[src/rtl/pipe_seq_ctrl.sv]
// Pipeline sequencer for the 3-stage core: run/halt/step control, stage valid tracking,
// jump squash and saturating retired/active-cycle counters.
module pipe_seq_ctrl #(
    parameter int unsigned CNT_W = 16
) (
    input  logic             clk,
    input  logic             reset,
    input  logic             run_req,
    input  logic             halt_req,
    input  logic             step_req,
    input  logic             id_jump,
    output logic             pc_en,
    output logic             pc_load,
    output logic             fetch_valid,
    output logic             squash_if,
    output logic             v_id,
    output logic             v_ex,
    output logic             running,
    output logic             halted,
    output logic [CNT_W-1:0] retired_cnt,
    output logic [CNT_W-1:0] cycle_cnt
);

    typedef enum logic [2:0] {
        StIdle,
        StRun,
        StDrain,
        StHalted,
        StStep
    } state_e;

    state_e state_q, state_d;
    logic   jtake;
    logic   active;

    always_comb begin
        fetch_valid = (state_q == StRun) || (state_q == StStep);
        jtake       = id_jump & v_id;
        // A taken jump wins over sequential advance in every state, DRAIN included.
        pc_load     = jtake;
        pc_en       = fetch_valid & ~jtake;
        squash_if   = fetch_valid & jtake;
        active      = (state_q == StRun) || (state_q == StStep) || (state_q == StDrain);
    end

    always_comb begin
        state_d = state_q;
        case (state_q)
            StIdle:   if (run_req) state_d = StRun;
            StRun:    if (halt_req) state_d = StDrain;
            StDrain:  if (!v_id && !v_ex) state_d = StHalted;
            StHalted: begin
                if (run_req && !halt_req) state_d = StRun;
                else if (step_req)        state_d = StStep;
            end
            StStep:   state_d = StDrain;
            default:  state_d = StIdle;
        endcase
    end

    always_ff @(posedge clk or posedge reset) begin
        if (reset) begin
            state_q     <= StIdle;
            running     <= 1'b0;
            halted      <= 1'b0;
            v_id        <= 1'b0;
            v_ex        <= 1'b0;
            retired_cnt <= '0;
            cycle_cnt   <= '0;
        end else begin
            state_q <= state_d;
            running <= (state_d == StRun);
            halted  <= (state_d == StHalted);
            v_id    <= fetch_valid & ~squash_if;
            v_ex    <= v_id;
            if (v_ex && !(&retired_cnt)) begin
                retired_cnt <= retired_cnt + CNT_W'(1);
            end
            if (active && !(&cycle_cnt)) begin
                cycle_cnt <= cycle_cnt + CNT_W'(1);
            end
        end
    end

endmodule
[config.mk]
export PLATFORM = sky130hd
export DESIGN_NAME = pipe_seq_ctrl
export DESIGN_NICKNAME = d
export VERILOG_FILES = /design/src/rtl/pipe_seq_ctrl.sv
export SDC_FILE = /design/constraint.sdc
export NUM_CORES = 1
export LEC_CHECK = 0
export ABC_AREA = 1
export BUFFER_PORTS_ARGS = -buffer_cell sky130_fd_sc_hd__buf_2
export CAP_MARGIN = 10
export CORE_MARGIN = 3
export CORE_UTILIZATION = 25
export DETAILED_ROUTE_END_ITERATION = 10
export PLACE_DENSITY = 0.53
export SLEW_MARGIN = 15
export SYNTH_ARGS = -nofsm -noshare
export SYNTH_HDL_FRONTEND = slang
export SYNTH_SLANG_ARGS = --single-unit
[constraint.sdc]
create_clock -name clk -period 1.9 [get_ports clk]
set_input_delay 0.095 -clock clk [delete_from_list [all_inputs] [get_ports clk]]
set_output_delay 0.095 -clock clk [all_outputs]
set_load 0.05 [all_outputs]
==> impl_summary.txt <==
----------------------------------------------------
[Timing]
  Final WS setup ... between 150 and 200 ps
  Post-route clock skew ... between 10 and 15 ps
  Tcrit/Tclk final ... 91.8%
  Final hold vios ... 0
  Unrepaired setup endpoints after global routing ... no
  Final-report setup violation count ... 0
  Achievable Freq ... 574 MHz
  Worst Tran Pin Value ... a little under 700 ps
  Shortest period the worst path allows ... around 1700 ps
  Count of pins over their slew limit ... 0
  Worst rel slew slack ... a little over half

[Worst setup path]
  CP Capture Type ... flop
  Worst path required time ... 2140 ps
  Top fanout value on the critical path ... 11
  Worst setup path category ... reg -> reg
  Crit start category ... flop
  Arrival time of the worst setup path ... approximately 2000 ps

[Die]
  Die Y-Extent ... between 100 and 150 um
  Rows ... 35
  Boundary pin count ... 46
  Core ar. ... approximately 0.0093 mm^2
  Area of the die ... approximately 0.011 mm^2
  Die boundary width ... 104 um
  Initial cell density of the core ... 25.8%

[Global route]
  Number of global-route vias before repair ... 2106
  Overall routing resource usage ... 11.2%
  Wire length of the first global-routing pass ... between 9000 and 10000 um
  Overflow left after global routing ... 0
  Number of antenna violations at the first check in global routing ... 0
  Pin count of the biggest net entering global routing ... 40

[Power and ir drop]
  Net load switching power ... 1.87 mW
  Power share of the combinational group ... 48.2%
  Sequential share of power ... between 30% and 40%
  LEAKAGE ... 1.47 nW
  Total internal power ... 1.85 mW
  Post-layout total power ... 3.71 mW
  Peak ir drop on the vdd network ... about 480 uV
  Switching share of power ... 50.2%
  Proportion of power drawn by the clock network ... 20.0%
  Power per Cell Area ... 1270 mW/mm^2

[Cells and area]
  Multi-input combinational cell area ... 0.00125 mm^2
  Filler cells ... 1030
  Area growth syn-to-layout ... 22.0%
  Total area of sequential cells ... roughly 980 um^2
  Share of layout cells above drive strength 1 ... 23.7%
  Number of cells in the finished layout apart from fillers ... roughly 520
  Inserted Diodes ... 0
  Number of nets in the layout ... 399

[Placed design]
  Post-placement worst setup slack ... -52.9 ps
  Routability cong. ... about 0.8
  Placed instance count ... 511
  Detailed placer's ending HPWL ... 4290 um
  Number of I/O port buffers ... 45

[Drt]
  Number of violations reported at the end of detailed-routing iteration 0 ... 117
  Wirelength per Cell ... 11.2 um
  Antenna-violating nets left ... 0
  First drt pass iteration count ... 4
  Total via count after detailed routing ... 2228
  Total routed wirelength ... 5820 um
  Number of design rule violations left after detail routing ... 0
  Vias per Instance ... 4.28

[Synthesis]
  Number of instances in the synthesized netlist ... 333
  Unique masters post-synth ... 23
  Sequential element share of the synthesized area ... 40.7%
  Synth area leader ... sky130_fd_sc_hd__dfrtp_1
  Post-synthesis area per instance ... 7.20 um^2
  Yosys Warn Count ... 0
  Cell area after synthesis ... 0.00240 mm^2
  Fraction of post-synthesis cell area in the top cell type by area ... 40.7%
  Post-synthesis sequential element count ... 39
  Net count after synthesis ... 341
  Dominant cells by area after synthesis ... sky130_fd_sc_hd__dfrtp_1, sky130_fd_sc_hd__nand2_1, sky130_fd_sc_hd__nor2_1

[Clock tree]
  Number of clock buffers inserted by TritonCTS ... 5
  Root Buffer Master ... sky130_fd_sc_hd__clkbuf_8
  Number of clock sinks seen by CTS ... 39
  Clock Latency Late Sink ... around 290 ps
  Setup repair bufs after CTS ... 0
  Number of instances resized during post-cts repair ... 0
  CTS tree ... yes
  Max H-tree Level ... 2
  Post-CTS clock slew at the launch and capture registers of the worst setup and hold paths ... 90 ps
  Number of buffers between clock root and the deepest sink ... 2

[Flow run]
  Total of max-cap violations ... 0

[Min path]
  Class of the tightest hold or removal check ... in -> reg

[Run status]
  Result of the run ... completed

----------------------------------------------------
==> cell usage after synthesis, drive strengths merged <==
| cell | number |
|---|---|
| nand4 | 7 |
| o211ai | 2 |
| inv | 32 |
| o21ai | 15 |
| nand3b | 3 |
| nand2 | 143 |
| nor2 | 51 |
| nand3 | 22 |
| dfrtp | 39 |
| xnor2 | 7 |
| ha | 2 |
| xor2 | 6 |
| buf | 4 |
==> cells by family (layout without fill, tap and decap cells) <==
kind of cell | count (synthesis) | after routing | share of synthesized area, %
simple gates | 226 | 227 | 41.7
flops | 39 | 39 | 40.7
buf+inv | 36 | 94 | 7.26
compound gates | 17 | 17 | 4.54
xor+xnor | 13 | 13 | 4.75
fa+ha+maj | 2 | 2 | 1.04
==> metrics by stage <==
stage | setup TNS (ps) | util (%) | instance area (um^2) | hold slack [ps]
floorplan | 0 | - | 2400 | 230
global placement | -152 | 30.0 | 2790 | 258
detailed placement | -420 | 30.0 | 2790 | 262
CTS | 0 | 31.5 | 2920 | 56.7
global route | 0 | 31.5 | 2920 | 70.5
finish | 0 | 31.5 | 2920 | 70.2
==> final timing paths <==
path | endpoint | cells past startpoint | slack, ps | start
worst max-delay path | cycle_cnt[15] | 8 | 160 | cycle_cnt[0]
worst min-delay path | state_q[2] | 3 | 70 | step_req
worst max register to register | cycle_cnt[15] | 8 | 160 | cycle_cnt[0]
worst min register to register | v_ex | 0 | 430 | v_id
max in group asynchronous | cycle_cnt[6] | 4 | 1070 | reset
min in group asynchronous | cycle_cnt[15] | 4 | 470 | reset
==> worst max-delay path, stage by stage, from the launching register on <==
cell                      delay, ps
sky130_fd_sc_hd__dfrtp_1        400
sky130_fd_sc_hd__ha_1           240
sky130_fd_sc_hd__nand2_1         90
sky130_fd_sc_hd__nor2_2          40
sky130_fd_sc_hd__nand2_2        120
sky130_fd_sc_hd__nor2_4          70
sky130_fd_sc_hd__nor2_2         540
sky130_fd_sc_hd__nand2_1        120
sky130_fd_sc_hd__nand2_1         80
==> per-layer routing <==
layer	wire, um	global-route usage [%]	vias up
met4	31	2.85	0
met2	2700	18.2	44
met1	2830	14.7	1031
met5	0	0	-
li1	-	-	1151
met3	255	2.98	2
==> state kept, by name (all words and copies together) (netlist names) <==
name / flops
halted: 1
v_ex: 1
running: 1
retired_cnt: 16
v_id: 1
state_q: 3
cycle_cnt: 16
==> what timing repair did <==
item                                    CTS  global route
endpoints found under the hold margin    39             0
endpoints found under the setup margin   10             0
hold buffers                              1             0
==> cell type report <==
cell class	instances	share of cell area, %
Tap cell	129	5.52
Clock inverter	2	1.20
Timing Repair Buffer	54	10.1
Multi-Input combinational cell	259	42.9
Sequential cell	39	33.4
Clock buffer	6	2.83
Inverter	32	4.11
==> power by group through the flow <==
stage	Clock (mW)	Combinational, mW	Sequential, mW
detailed placement	0	1.80	1.20
global placement	0	1.79	1.19
CTS	0.767	1.82	1.18
global route	0.808	1.96	1.22
floorplan	0	1.04	1.64
finish	0.742	1.79	1.18
==> cell usage in the layout, fill, tap and decap left out, types with 5 or more instances in the layout <==
cell type	netlist	layout
sky130_fd_sc_hd__clkbuf_8	0	6
sky130_fd_sc_hd__buf_2	0	45
sky130_fd_sc_hd__dfrtp_1	39	39
sky130_fd_sc_hd__o21ai_2	5	5
sky130_fd_sc_hd__xnor2_1	7	7
sky130_fd_sc_hd__buf_4	0	8
sky130_fd_sc_hd__nor2_1	45	45
sky130_fd_sc_hd__xor2_1	6	6
sky130_fd_sc_hd__nand2_1	130	130
sky130_fd_sc_hd__o21ai_0	10	10
sky130_fd_sc_hd__inv_1	28	28
sky130_fd_sc_hd__nand3_1	21	21
sky130_fd_sc_hd__nand4_1	7	7
sky130_fd_sc_hd__nand2_2	11	11
No activity file was read; power rests on OpenSTA's default activity.
